--- config.mk ---
export PLATFORM = sky130hd
export DESIGN_NAME = nand_bit_collector_flat
export DESIGN_NICKNAME = d
export VERILOG_FILES = /design/src/rtl/nand_bit_collector_pkg.sv /design/src/rtl/nand_bit_collector_if.sv /design/src/rtl/nand_bit_collector_shifter.sv /design/src/rtl/nand_bit_collector.sv /design/src/flat_wrapper.sv
export SDC_FILE = /design/constraint.sdc
export NUM_CORES = 1
export LEC_CHECK = 0
export ABC_AREA = 1
export ABC_CLOCK_PERIOD_IN_PS = 3600
export CAP_MARGIN = 20
export CORE_MARGIN = 2
export CORE_UTILIZATION = 25
export CTS_BUF_LIST = sky130_fd_sc_hd__clkbuf_8 sky130_fd_sc_hd__clkbuf_16
export CTS_CLUSTER_DIAMETER = 80
export DETAILED_ROUTE_END_ITERATION = 12
export PLACE_DENSITY = 0.47
export SYNTH_ARGS = -nofsm -noshare
export SYNTH_HDL_FRONTEND = slang
export SYNTH_HIERARCHICAL = 1
export SYNTH_SLANG_ARGS = --single-unit
--- constraint.sdc ---
create_clock -name clk -period 3.6 [get_ports clk]
set_input_delay 0.72 -clock clk [delete_from_list [all_inputs] [get_ports clk]]
set_output_delay 0.72 -clock clk [all_outputs]
set_load 0.1 [all_outputs]
--- src/rtl/nand_bit_collector_pkg.sv ---
// Shared definitions for the NAND-stage bit collector.
// Provides the FSM state encoding, default sizing constants and the
// helper that derives the bit-index width from the word width.
package nand_bit_collector_pkg;

  localparam int unsigned DefaultWidth = 8;
  localparam int unsigned DefaultCntW  = 8;

  typedef enum logic [1:0] {
    StEmpty = 2'b00,  // output register free
    StHold  = 2'b01,  // output register full, shift register collecting
    StStall = 2'b10   // both buffers full
  } state_e;

  function automatic int unsigned idx_width(input int unsigned width);
    return $clog2(width);
  endfunction

endpackage

--- src/rtl/nand_bit_collector_if.sv ---
// Bit-stream input and word-stream output of the collector.
//   bit_in/bit_valid/bit_ready          : serial valid/ready input
//   word_out/word_valid/word_ready      : parallel valid/ready output
//   word_cnt                            : delivered-word counter
// slave modport is the collector, master modport is its environment.
interface nand_bit_collector_if #(
  parameter int unsigned WIDTH = 8,
  parameter int unsigned CNT_W = 8
);
  logic             bit_in;
  logic             bit_valid;
  logic             bit_ready;
  logic [WIDTH-1:0] word_out;
  logic             word_valid;
  logic             word_ready;
  logic [CNT_W-1:0] word_cnt;

  modport master (
    output bit_in, bit_valid, word_ready,
    input  bit_ready, word_out, word_valid, word_cnt
  );

  modport slave (
    input  bit_in, bit_valid, word_ready,
    output bit_ready, word_out, word_valid, word_cnt
  );
endinterface

--- src/rtl/nand_bit_collector_shifter.sv ---
// Shift register and bit index of the collector.
//   clk, rst_n : clock, async active-low reset
//   accept     : write bit_in at the current index and advance
//   bit_in     : serial data bit
//   clear      : return the index to 0 (combined with accept on the last bit)
//   word       : register contents including a bit being accepted this cycle
//   last       : the current index is the final bit position
module nand_bit_shifter
  import nand_bit_collector_pkg::*;
#(
  parameter int unsigned WIDTH = DefaultWidth
) (
  input  logic             clk,
  input  logic             rst_n,
  input  logic             accept,
  input  logic             bit_in,
  input  logic             clear,
  output logic [WIDTH-1:0] word,
  output logic             last
);
  localparam int unsigned IdxW = idx_width(WIDTH);

  logic [WIDTH-1:0] sr_q, sr_d;
  logic [IdxW-1:0]  idx_q, idx_d;

  always_comb begin
    sr_d  = sr_q;
    idx_d = idx_q;
    if (accept) begin
      sr_d[idx_q] = bit_in;
      idx_d       = idx_q + IdxW'(1);
    end
    if (clear) begin
      idx_d = '0;
    end
  end

  // Exposing the next value lets the top load a word in the same edge as its final bit.
  assign word = sr_d;
  assign last = (idx_q == IdxW'(WIDTH - 1));

  always_ff @(posedge clk or negedge rst_n) begin
    if (!rst_n) begin
      sr_q  <= '0;
      idx_q <= '0;
    end else begin
      sr_q  <= sr_d;
      idx_q <= idx_d;
    end
  end
endmodule

--- src/rtl/nand_bit_collector.sv ---
// Collects serial bits from a NAND gate stage, LSB first, into WIDTH-bit words.
// Double-buffered: the shift register keeps filling while the output register
// waits for the consumer. Counts delivered words modulo 2^CNT_W.
//   clk, rst_n : clock, async active-low reset
//   bus        : slave side of nand_bit_collector_if (bit and word streams)
// bit_in is used as-is; an asynchronous source needs an external synchroniser.
module nand_bit_collector
  import nand_bit_collector_pkg::*;
#(
  parameter int unsigned WIDTH = DefaultWidth,
  parameter int unsigned CNT_W = DefaultCntW
) (
  input  logic                 clk,
  input  logic                 rst_n,
  nand_bit_collector_if.slave  bus
);
  state_e           state_q, state_d;
  logic [WIDTH-1:0] word_q;
  logic [CNT_W-1:0] cnt_q;
  logic [WIDTH-1:0] sr_word;
  logic             sr_last;
  logic             bit_ready;
  logic             word_valid;
  logic             accept;
  logic             last_acc;
  logic             deliver;
  logic             load;

  assign bit_ready  = (state_q != StStall);
  assign word_valid = (state_q == StHold) || (state_q == StStall);
  assign accept     = bus.bit_valid && bit_ready;
  assign last_acc   = accept && sr_last;
  assign deliver    = word_valid && bus.word_ready;

  nand_bit_shifter #(
    .WIDTH (WIDTH)
  ) u_shifter (
    .clk    (clk),
    .rst_n  (rst_n),
    .accept (accept),
    .bit_in (bus.bit_in),
    .clear  (last_acc),
    .word   (sr_word),
    .last   (sr_last)
  );

  always_comb begin
    state_d = state_q;
    load    = 1'b0;
    unique case (state_q)
      StEmpty: begin
        if (last_acc) begin
          load    = 1'b1;
          state_d = StHold;
        end
      end
      StHold: begin
        if (last_acc && deliver) begin
          load = 1'b1;
        end else if (last_acc) begin
          state_d = StStall;
        end else if (deliver) begin
          state_d = StEmpty;
        end
      end
      StStall: begin
        // No bit is accepted here, so sr_word is the frozen full register.
        if (deliver) begin
          load    = 1'b1;
          state_d = StHold;
        end
      end
      default: state_d = StEmpty;
    endcase
  end

  always_ff @(posedge clk or negedge rst_n) begin
    if (!rst_n) begin
      state_q <= StEmpty;
      word_q  <= '0;
      cnt_q   <= '0;
    end else begin
      state_q <= state_d;
      if (load) begin
        word_q <= sr_word;
      end
      if (deliver) begin
        cnt_q <= cnt_q + CNT_W'(1);
      end
    end
  end

  assign bus.bit_ready  = bit_ready;
  assign bus.word_out   = word_q;
  assign bus.word_valid = word_valid;
  assign bus.word_cnt   = cnt_q;
endmodule

--- src/flat_wrapper.sv ---
// flat-port wrapper written by rule: the top's interface ports become plain ports
module nand_bit_collector_flat import nand_bit_collector_pkg::*;
#(
  parameter int unsigned WIDTH = DefaultWidth,
  parameter int unsigned CNT_W = DefaultCntW
)
  (clk, rst_n, bus_bit_in, bus_bit_valid, bus_word_ready, bus_bit_ready, bus_word_out, bus_word_valid, bus_word_cnt);
  nand_bit_collector_if #(.WIDTH(WIDTH), .CNT_W(CNT_W)) bus_i ();
  input  logic clk;
  input  logic rst_n;
  input wire logic [$bits(bus_i.bit_in)-1:0] bus_bit_in;
  input wire logic [$bits(bus_i.bit_valid)-1:0] bus_bit_valid;
  input wire logic [$bits(bus_i.word_ready)-1:0] bus_word_ready;
  output wire logic [$bits(bus_i.bit_ready)-1:0] bus_bit_ready;
  output wire logic [$bits(bus_i.word_out)-1:0] bus_word_out;
  output wire logic [$bits(bus_i.word_valid)-1:0] bus_word_valid;
  output wire logic [$bits(bus_i.word_cnt)-1:0] bus_word_cnt;
  assign bus_i.bit_in = bus_bit_in;
  assign bus_i.bit_valid = bus_bit_valid;
  assign bus_i.word_ready = bus_word_ready;
  assign bus_bit_ready = bus_i.bit_ready;
  assign bus_word_out = bus_i.word_out;
  assign bus_word_valid = bus_i.word_valid;
  assign bus_word_cnt = bus_i.word_cnt;
  nand_bit_collector #(.WIDTH(WIDTH), .CNT_W(CNT_W)) u_core (.clk(clk), .rst_n(rst_n), .bus(bus_i));
endmodule
**Yosys cells after proc, flatten, opt, wreduce, memory -nomap -nowiden**

Cells that the tools add are included.

- Register bits after elaboration: 29
- Output and inout bits: 18
- Logic and storage cells: 42

- $add $sub $neg: 2
- $lt $le $gt $ge: 2
- Equal/unequal tests: 8
- Multiplexer cells: 16
- Reduce and logical (&&, ||, !) cells: 9

Operator list:

| kind | number |
|---|---|
| $mux W2 | 5 |
| $add A8 B1 Y8 const B | 1 |
| $bwmux W8 | 1 |
| $mux W8 | 1 |
| $mux W3 | 2 |
| $pmux W2 S3 | 1 |
| $logic_and A1 B1 Y1 | 5 |
| $lt A3 B4 Y1 const B | 1 |
| $mux W1 | 4 |
| $ne A2 B1 Y1 const B | 2 |
| $ne A2 B2 Y1 const B | 2 |
| $reduce_and A4 Y1 | 1 |
| $add A3 B1 Y3 const B | 1 |
| $demux W1 S3 | 1 |
| $eq A3 B3 Y1 const B | 1 |
| $ge A3 B1 Y1 const B | 1 |
| $ne A3 B1 Y1 const B | 1 |
| $pmux W1 S3 | 1 |
| $eq A2 B1 Y1 const B | 1 |
| $eq A2 B2 Y1 const B | 1 |
| $logic_not A2 Y1 | 1 |
| $reduce_bool A2 Y1 | 1 |
| $logic_or A1 B1 Y1 | 1 |

**Depth between registers and ports, before layout**

Gate-level depths: netlist of run 1.

- Word-level depth: 7
- Mapped depth: 11
- Mapped depth without buffers: 11

**Hierarchy**

Netlist of run 1, hierarchy kept.

Modules (own cells, without submodules):

| module | times used | cells an instance | area each (sq um) |
|---|---|---|---|
| nand_bit_collector | 1 | 107 | 965.9 |
| nand_bit_shifter | 1 | 79 | 571.8 |

**Worst setup path after synthesis of run 1**

OpenSTA, ideal clock, no wires.

- Path type: flip-flop to flip-flop
- Start point: reg u_core.state_q[0]
- End point: reg u_core.cnt_q[7] (netlist: u_core/bus.word_cnt[7])
- Library setup time: 122 ps
- Arrival: 2,156 ps
- Setup slack: 1,322 ps
- Cell stages (with the launch flop): 10
- Clock period less this slack: 2,278 ps
- Path through: dfrtp_1 inv_1 ha_1 nand2_2 inv_2 nand3_2 nor2_4 nand3_1 nand2_1 nand2_1

- Cells in the longest elaborated chain, start to end: 3
- Elaborated cells on any way between the ends: 4

Ends and longest elaborated chain:

| what | RTL line | source |
|---|---|---|
| start: declaration | nand_bit_collector.sv:17 | `state_e state_q, state_d;` |
| start signal: assignment | nand_bit_collector.sv:79 | `state_q <= StEmpty;` |
| start signal: assignment | nand_bit_collector.sv:83 | `state_q <= state_d;` |
| $eq A2 B1 Y1 or $eq A2 B2 Y1 (tied branches) | nand_bit_collector.sv:30 | `assign word_valid = (state_q == StHold) \|\| (state_q == StStall);` |
| $logic_or A1 B1 Y1 * | nand_bit_collector.sv:30 |  |
| named net bus_word_valid | flat_wrapper.sv:16 | `output wire logic [$bits(bus_i.word_valid)-1:0] bus_word_valid;` |
| $logic_and A1 B1 Y1 * | nand_bit_collector.sv:33 | `assign deliver = word_valid && bus.word_ready;` |
| end signal: assignment | nand_bit_collector.sv:88 | `cnt_q <= cnt_q + CNT_W'(1);` |
| end: declaration | nand_bit_collector.sv:19 | `logic [CNT_W-1:0] cnt_q;` |

The timed path passes the listed nets; every way through them passes the cells marked *.
A chain may end at the register's enable or synchronous reset.

**Final worst setup path of run 1**

- Start point: reg u_core.cnt_q[0] (netlist: u_core/bus.word_cnt[0])
- End point: out bus_word_cnt[0]

RTL lines:

| what | RTL line | source |
|---|---|---|
| end: declaration | flat_wrapper.sv:17 | `output wire logic [$bits(bus_i.word_cnt)-1:0] bus_word_cnt;` |

No word-level cell between the ends.

==> out/results.tsv, run 1 <==
stage	metric	value	unit
cells_and_area	Reg area	726	um2
routing	Max Used Layer	met4	
routing	Routed WL	3.01	mm
floorplan	Core Region	5920	um2
floorplan	die area	6790	um2
worst_setup_path	RR Endpoint	u_core/bus.word_out[5]	
sta	endpoints failing hold	0	
sta	Sum Neg Setup Slack	0	ps
synthesis	EDFF count, synth	0	
min_path	hold crit path type	flip-flop to flip-flop	
clocking	post-cts resize count	0	
routing	1st-pass router iterations	4	
clocking	Clock Root Buffer	clkbuf_8	
global_routing	All-Layer GR Usage	10.8	%
sta	Max Clk Rate	385	MHz
routing	met2 routed WL	1.45	mm
routing	wire per inst	10.3	um
worst_setup_path	reg2reg setup slack	1770	ps
min_path	worst hold start	u_core/bus.word_out[0]	
routing	vias per cell	4.13	
clocking	Clock Latency Late Sink	280	ps
clocking	CTS Buf Count	5	
cells_and_area	Final nets	229	
sta	Hold WS	471	ps
worst_setup_path	crit path DAT	1880	ps
worst_setup_path	crit path kind	flip-flop to primary output	
synthesis	count leader, synth	nand2_1	
routing	DRC errors left	0	
min_path	Hold Crit Depth	2	
clocking	# clock sinks	29	
min_path	Hold Path End	u_core/bus.word_out[0]	
global_routing	total grt overflow	0	
clocking	CTS Hold Buffers Added	0	
routing	DR WL met3	113	um
worst_setup_path	Worst path top cell family by delay	buffers and inverters	
synthesis	area leader, netlist	dfrtp_1	
global_routing	initial antenna violation count	0	
floorplan	Initial Util	26.0	%
synthesis	register area share after synthesis	47.2	%
synthesis	most instantiated cells after synthesis	nand2_1 (57), inv_1 (31), dfrtp_1 (29), nand3_1 (20), nor2_1 (9)	
sta	Max-slew headroom	34.8	%
synthesis	Synth Flop Type	dfrtp_1	
routing	Iteration-0 DRC Markers	27	
sta	min cycle time layout	2600	ps
worst_setup_path	Max FO, Critical Path	4	
routing	M1 wire length	1.39	mm
worst_setup_path	worst-case reg-to-reg path depth	10	
sta	final setup fails	0	
floorplan	chip height	82.4	um
place	GP Congestion	0.757	
routing	Vias	1206	
cells_and_area	Fillers	638	
global_routing	first-pass GRT wire length	5.42	mm
synthesis	syn_area_per_cell	8.27	um2
floorplan	Rows	28	
worst_setup_path	Startpoint Class	flip-flop	
floorplan	I/O Pins	23	
status	status	completed	
cells_and_area	Multi-input gate area	673	um2
worst_setup_path	RR Startpoint	u_core/state_q[0]	
synthesis	largest cells by area after synthesis	dfrtp_1 (47%), nand2_1 (14%), inv_1 (7.6%)	
synthesis	Synth Instances	186	
worst_setup_path	CP Capture Type	primary output	
place	Port Buf Inserts	22	
clocking	CTS Buffer Depth	2	
synthesis	Mapped Area	1540	um2
clocking	setup bufs post-CTS	0	
clocking	H-Tree Level Count	2	
global_routing	vias in the first global route	1214	
sta	worst clock skew	3.24	ps
cells_and_area	area grow syn2layout	26.0	%
cells_and_area	Antenna diodes	0	
worst_setup_path	Worst Path Required	2880	ps
synthesis	post-synthesis async set-or-reset flop share	100	%
synthesis	syn_nets	199	
floorplan	die width	82.4	um
worst_setup_path	Buf+Inv Stages, Crit Path	1	
synthesis	count of cell types in the netlist	22	
cells_and_area	share of cells above drive strength 1	11.5	%
sta	RSZ-0062 raised after global routing	no	
synthesis	Yosys reg bits	29	
synthesis	Synthesis Warnings	6	
clocking	clock-pin slew on the worst setup and hold paths	60	ps
worst_setup_path	Critical Path Slowest Stage Cell	clkdlybuf4s50_1	
global_routing	pin count of the biggest net entering global routing	30	
synthesis	post-synth top area share	47.2	%
place	Final HPWL DP	2.24	mm
sta	max-slew violations	0	
flow_run	max-cap violations	0	
sta	Tcrit/Tclk final	72.2	%
sta	Least-Margin Pin Slew	975	ps
clocking	CTS tree	yes	
worst_setup_path	worst path cell trace	clkdlybuf4s50_1	
routing	post-route ant nets	0	
worst_setup_path	crit-path max cell delay	1170	ps
metal layers:
| layer | global-route usage, % | up-vias |
|---|---|---|
| met2 | 16.9 | 21 |
| li1 | - | 629 |
| met3 | 3.26 | 8 |
| met4 | 5.33 | 0 |
| met1 | 13.5 | 548 |
| met5 | 0 | - |
cell type report:
class,instances,area share (%)
multi-input cells,120,34.8
clock buffers,5,3.55
well taps,75,4.84
repair buffers,23,11.5
clock inverters,3,0.711
inverters,37,7.17
flip-flops and latches,29,37.5
cells in the final DEF, fill, tap and decap left out, types with 5 or more instances in the layout:
cell type / netlist / routed
ha_1: 8 / 8
inv_1: 31 / 32
inv_2: 5 / 5
dfrtp_1: 29 / 29
nand3_1: 20 / 20
clkdlybuf4s50_1: 0 / 20
nand2_1: 57 / 57
clkbuf_8: 0 / 5
nor2_1: 9 / 9
worst reg2reg max path, stage by stage (launching register included):
cell and delay [ps]:
dfrtp_1 430, inv_1 90, ha_1 240, nor2_1 290, nand2_1 160, inv_2 130
nand3_1 100, nand2_1 90, inv_1 50, nand3_1 70, nand2_1 70
kinds of logic after synthesis:
kind of cell / Yosys count / share of synthesized area [%]
and+or+nand+nor: 103 / 33.1
buffers and inverters: 37 / 9.03
DFF: 29 / 47.2
adders and majority gates: 8 / 6.51
xor gates and xnor gates: 5 / 2.85
AOI/OAI and AO/OA: 4 / 1.30
stage by stage:
stage / worst slack (ps) / util [%] / cell area (um2) / std cells
2_1_floorplan: 1320 / - / 1540 / 186
3_3_place_gp: 1250 / 31.3 / 1850 / 284
3_5_place_dp: 1210 / 31.3 / 1850 / 284
4_1_cts: 978 / 32.7 / 1940 / 292
5_1_grt: 921 / 32.7 / 1940 / 292
6_report: 1000 / 32.7 / 1940 / 292
flip-flops by register name, indices dropped and copies added (netlist names):
signal / cells
u_core/u_shifter/sr_q: 8
u_core/u_shifter/idx_q: 3
u_core/state_q: 2
u_core/bus.word_out: 8
u_core/bus.word_cnt: 8
worst max path at each step:
stage	slack (ps)	from	to	cells past startpoint
CTS	980	u_core/bus.word_cnt[5]	bus_word_cnt[5]	1
finish	1000	u_core/bus.word_cnt[0]	bus_word_cnt[0]	1
global placement	1250	bus_bit_valid	u_core/bus.word_out[5]	10
detailed placement	1210	bus_bit_valid	u_core/bus.word_out[5]	10
floorplan	1320	u_core/state_q[0]	u_core/bus.word_cnt[7]	9
global route	920	u_core/bus.word_cnt[5]	bus_word_cnt[5]	1
Power of run 1 is not shown: default switching activity piles up to over one toggle a cycle in this logic, so the estimate is an artifact.
==> run 2: changes to the inputs <==
ABC_CLOCK_PERIOD_IN_PS = 2320   (was 3600)
PLACE_DENSITY = 0.49   (was 0.47)
clock period = 2.32 ns   (was 3.6 ns; I/O delays follow)
==> run 2 against run 1 <==
Sequential share of layout area down 0.36 points. First-iteration DRC count up 78%. Critical path depth up 3. Via count down 0.66%. Wire length about the same. Global-route usage down 0.43 points. Count of clock-buffer cells in the layout up 1. Utilization up 0.32 points. Final area up 0.97%. Critical endpoint is now bus_bit_ready. Die area unchanged. Worst setup slack worse by 510 ps. Register-to-register slack worse by 1300 ps.
==> out/results.tsv, run 2 (same netlist as run 1, synthesis figures left out) <==
stage	metric	value	unit	change
cells_and_area	share of cells above drive strength 1	18.9	%	was 11.5%
floorplan	Core Region	5920	um2	unchanged
sta	Max-slew headroom	75.1	%	was 34.8%
routing	vias per cell	4.10		was 4.13
place	Final HPWL DP	2.22	mm	was 2.24 mm
sta	min cycle time layout	1820	ps	
cells_and_area	Multi-input gate area	673	um2	unchanged
sta	Tcrit/Tclk final	78.7	%	
routing	post-route ant nets	0		unchanged
global_routing	initial antenna violation count	0		unchanged
routing	DRC errors left	0		unchanged
floorplan	Rows	28		unchanged
place	dpl cell area	1840	um2	was 1850 um2
routing	1st-pass router iterations	5		was 4
floorplan	I/O Pins	23		unchanged
global_routing	first-pass GRT wire length	5.29	mm	was 5.42 mm
min_path	worst hold start	u_core/bus.word_out[0]		unchanged
worst_setup_path	Max FO, Critical Path	5		was 4
worst_setup_path	reg2reg setup slack	500	ps	was 1770 ps
clocking	CTS Buf Count	5		unchanged
worst_setup_path	crit-path max cell delay	430	ps	was 1170 ps
clocking	post-cts resize count	0		unchanged
clocking	# clock sinks	29		unchanged
cells_and_area	Antenna diodes	0		unchanged
worst_setup_path	crit path DAT	1360	ps	was 1880 ps
global_routing	total grt overflow	0		unchanged
sta	final setup fails	0		unchanged
worst_setup_path	worst setup path startpoint	u_core/state_q[0]		was u_core/bus.word_cnt[0]
sta	Sum Neg Setup Slack	0	ps	unchanged
routing	Routed WL	3.01	mm	about the same
worst_setup_path	crit path kind	flip-flop to primary output		unchanged
sta	Least-Margin Pin Slew	373	ps	was 975 ps
cells_and_area	area grow syn2layout	27.2	%	was 26.0%
worst_setup_path	CP Capture Type	primary output		unchanged
place	Port Buf Inserts	22		unchanged
clocking	Clock Latency Late Sink	270	ps	was 280 ps
worst_setup_path	worst path cell trace	inv_1 -> ha_1 -> inv_2 -> buf_12		was clkdlybuf4s50_1
worst_setup_path	Worst Path Required	1860	ps	was 2880 ps
worst_setup_path	RR Startpoint	u_core/state_q[0]		unchanged
floorplan	Initial Util	26.0	%	unchanged
cells_and_area	most frequent cells in the layout	nand2_1 (57), inv_1 (32), dfrtp_1 (29)		unchanged
flow_run	max-cap violations	0		unchanged
cells_and_area	Reg area	726	um2	unchanged
sta	max-slew violations	0		unchanged
min_path	hold crit path type	flip-flop to flip-flop		unchanged
clocking	H-Tree Level Count	2		unchanged
clocking	Clock Root Buffer	clkbuf_8		unchanged
sta	endpoints failing hold	0		unchanged
global_routing	vias in the first global route	1190		was 1214
global_routing	All-Layer GR Usage	10.4	%	was 10.8%
routing	Iteration-0 DRC Markers	48		was 27
cells_and_area	Final Instance Area	1960	um2	was 1940 um2
clocking	CTS tree	yes		unchanged
cells_and_area	Fillers	641		was 638
sta	worst clock skew	10.8	ps	was 3.24 ps
status	status	completed		unchanged
worst_setup_path	Critical Path Slowest Stage Cell	dfrtp_1		was clkdlybuf4s50_1
cells_and_area	Final nets	229		unchanged
routing	wire per inst	10.3	um	about the same
clocking	CTS Hold Buffers Added	0		unchanged
clocking	clock-pin slew on the worst setup and hold paths	60	ps	about the same
cells_and_area	commonest non-fill, non-tap cell in the layout	nand2_1		unchanged
worst_setup_path	Startpoint Class	flip-flop		unchanged
clocking	CTS Buffer Depth	2		unchanged
global_routing	pin count of the biggest net entering global routing	30		unchanged
routing	Vias	1198		was 1206
floorplan	die width	82.4	um	unchanged
sta	Max Clk Rate	548	MHz	
sta	RSZ-0062 raised after global routing	no		unchanged
worst_setup_path	Worst path top cell family by delay	flip-flops		was buffers and inverters
place	GP Congestion	0.752		was 0.757
floorplan	die area	6790	um2	unchanged
floorplan	chip height	82.4	um	unchanged
clocking	setup bufs post-CTS	0		unchanged
worst_setup_path	Buf+Inv Stages, Crit Path	3		was 1
## run 2: metal layers
layer	global-route usage, %	wire length (um)	vias to the layer above
met5	0	0	-
met1	13.0	1430	554
met2	17.0	1420	18
li1	-	-	624
met4	3.00	16	0
met3	3.37	148	2
## run 2: worst paths after layout
path	endpoint	cells after the start
setup / recovery	bus_bit_ready	4
hold / removal	u_core/bus.word_out[0]	2
setup reg to reg	u_core/bus.word_out[5]	10
hold reg to reg	u_core/bus.word_out[0]	2
max in group asynchronous	u_core/u_shifter/sr_q[2]	2
min in group asynchronous	u_core/bus.word_out[2]	2
## run 2: layout make-up
class,count,area share (%)
Inverter,37,7.10
Timing Repair Buffer,23,10.6
Clock inverter,2,1.73
Clock buffer,6,4.22
Tap cell,75,4.80
Multi-Input combinational cell,120,34.4
Sequential cell,29,37.1
## run 2: tightest hold or removal path: stages, from the launching register on
cell     delay, ps
dfrtp_1        340
nand2_1         50
nand2_1         40
## run 2: through the flow
| step | worst slack [ps] | utilization, % | hold slack (ps) | cells |
|---|---|---|---|---|
| floorplan | 41.7 | - | 168 | 186 |
| global placement | 215 | 31.1 | 457 | 284 |
| detailed placement | 193 | 31.1 | 460 | 284 |
| global route | 277 | 33.0 | 500 | 292 |
| CTS | 469 | 33.0 | 476 | 292 |
| finish | 495 | 33.0 | 469 | 292 |
Power of run 2 is left out for the same reason.
==> run 3: changes to the inputs <==
ABC_CLOCK_PERIOD_IN_PS = 1800   (was 2320)
PLACE_DENSITY = 0.47   (was 0.49)
clock period = 1.8 ns   (was 2.32 ns; I/O delays follow)
==> run 3 against run 2 <==
Critical endpoint is now bus_word_valid. Final cell count rose by 1.0%. Critical path type unchanged. Largest cell class unchanged. Worst setup slack got worse by 320 ps. Utilization rose by 3.7 points. Die area did not move. Clock skew fell by 7.1 ps.
==> out/results.tsv, run 3 (same netlist as run 1, synthesis figures left out) <==
stage	metric	value	unit	change
sta	Max-slew headroom	74.5	%	was 75.1%
place	dpl cell area	2090	um2	was 1840 um2
clocking	CTS tree	yes		unchanged
floorplan	I/O Pins	23		unchanged
routing	1st-pass router iterations	6		was 5
place	Final HPWL DP	2.29	mm	was 2.22 mm
worst_setup_path	crit path kind	flip-flop to primary output		unchanged
cells_and_area	share of cells above drive strength 1	21.8	%	was 18.9%
sta	Tcrit/Tclk final	90.3	%	
global_routing	first-pass GRT wire length	5.49	mm	was 5.29 mm
floorplan	Initial Util	26.0	%	unchanged
sta	Least-Margin Pin Slew	383	ps	was 373 ps
cells_and_area	Final nets	233		was 229
sta	max-slew violations	0		unchanged
worst_setup_path	RR Endpoint	u_core/bus.word_cnt[7]		was u_core/bus.word_out[5]
global_routing	initial antenna violation count	0		unchanged
sta	final setup fails	0		unchanged
worst_setup_path	worst path cell trace	inv_1 -> ha_4 -> buf_12		was inv_1 -> ha_1 -> inv_2 -> buf_12
sta	worst clock skew	3.70	ps	was 10.8 ps
place	GP Congestion	0.716		was 0.752
floorplan	chip height	82.4	um	unchanged
worst_setup_path	Worst path top cell family by delay	flip-flops		unchanged
worst_setup_path	Max FO, Critical Path	5		unchanged
global_routing	All-Layer GR Usage	10.8	%	was 10.4%
cells_and_area	Antenna diodes	0		unchanged
cells_and_area	Final Instance Area	2180	um2	was 1960 um2
worst_setup_path	RR Startpoint	u_core/state_q[1]		was u_core/state_q[0]
place	Port Buf Inserts	22		unchanged
global_routing	total grt overflow	0		unchanged
worst_setup_path	reg2reg setup slack	190	ps	was 500 ps
status	status	completed		unchanged
routing	DRC errors left	0		unchanged
clocking	CTS Buffer Depth	2		unchanged
clocking	clock-pin slew on the worst setup and hold paths	60	ps	about the same
cells_and_area	Fillers	592		was 641
clocking	H-Tree Level Count	2		unchanged
routing	vias per cell	4.12		was 4.10
routing	Routed WL	3.05	mm	was 3.01 mm
sta	endpoints failing hold	0		unchanged
sta	Max Clk Rate	615	MHz	
floorplan	Rows	28		unchanged
worst_setup_path	Startpoint Class	flip-flop		unchanged
routing	post-route ant nets	0		unchanged
cells_and_area	Final Util	36.7	%	was 33.0%
floorplan	die width	82.4	um	unchanged
cells_and_area	area grow syn2layout	41.5	%	was 27.2%
global_routing	vias in the first global route	1252		was 1190
clocking	setup bufs post-CTS	0		unchanged
floorplan	Core Region	5920	um2	unchanged
clocking	# clock sinks	29		unchanged
worst_setup_path	Worst Path Required	1440	ps	was 1860 ps
clocking	Clock Root Buffer	clkbuf_8		unchanged
routing	Vias	1214		was 1198
clocking	Clock Latency Late Sink	270	ps	about the same
clocking	CTS Buf Count	5		unchanged
routing	Iteration-0 DRC Markers	87		was 48
cells_and_area	most frequent cells in the layout	nand2_1 (57), inv_1 (32), dfrtp_1 (27)		was nand2_1 (57), inv_1 (32), dfrtp_1 (29)
min_path	hold crit path type	input pin to async pin		was flip-flop to flip-flop
floorplan	die area	6790	um2	unchanged
worst_setup_path	crit-path max cell delay	420	ps	was 430 ps
clocking	post-cts resize count	0		unchanged
worst_setup_path	Buf+Inv Stages, Crit Path	2		was 3
cells_and_area	commonest non-fill, non-tap cell in the layout	nand2_1		unchanged
cells_and_area	Multi-input gate area	688	um2	was 673 um2
worst_setup_path	worst-case reg-to-reg path depth	9		was 10
flow_run	max-cap violations	0		unchanged
sta	min cycle time layout	1630	ps	
clocking	CTS Hold Buffers Added	0		unchanged
cells_and_area	Reg area	728	um2	was 726 um2
routing	wire per inst	10.3	um	about the same
worst_setup_path	crit path DAT	1270	ps	was 1360 ps
global_routing	pin count of the biggest net entering global routing	30		unchanged
worst_setup_path	Critical Path Slowest Stage Cell	dfrtp_1		unchanged
worst_setup_path	CP Capture Type	primary output		unchanged
-- run 3: cell count changes in the layout (fill, tap and decap cells not counted), moves of 2 or more --
cell / change
dfrtp_2: +2
buf_12: +16
ha_1: -2
dfrtp_1: -2
buf_4: -12
-- run 3: final cells by class --
class | instances | share of cell area (%)
Multi-Input combinational cell | 120 | 31.6
Tap cell | 75 | 4.31
Clock buffer | 6 | 3.80
Timing Repair Buffer | 27 | 20.1
Inverter | 37 | 6.50
Clock inverter | 1 | 0.173
Sequential cell | 29 | 33.5
-- run 3: per-layer routing --
metal / GRT usage [%] / vias up / part of all wire (%)
li1: - / 635 / -
met4: 3.50 / 0 / 0.92
met1: 13.6 / 553 / 47
met5: 0 / - / 0
met2: 17.6 / 22 / 48
met3: 3.37 / 4 / 4.2
-- run 3: worst max path at each step --
stage	start	slack, ps	cells past startpoint	to
after global placement	bus_bit_valid	9	11	u_core/bus.word_out[3]
final	u_core/state_q[1]	170	3	bus_word_valid
after CTS	u_core/state_q[1]	150	10	u_core/bus.word_out[3]
after detailed placement	bus_bit_valid	-8	11	u_core/bus.word_out[5]
after global routing	u_core/state_q[1]	-0.3	9	u_core/bus.word_cnt[7]
after floorplan	u_core/state_q[0]	30	9	u_core/bus.word_cnt[7]
-- run 3: stage by stage --
stage	instances	TNS, ps	hold slack (ps)	worst slack [ps]
finish	295	0	481	174
global route	295	-0.290	511	-0.290
CTS	295	0	493	149
detailed placement	288	-8.01	527	-8.01
global placement	288	0	523	8.96
floorplan	186	0	64.4	26.1
-- run 3: worst reg2reg max path, stage by stage (launching register included) --
cell and delay, ps:
dfrtp_1 420, inv_1 110, ha_4 300, nand2_2 120, inv_2 130, nand3_2 120, nor2_4 130, nand3_1 80
nand2_1 70, nand2_1 40
Power of run 3 is left out for the same reason.
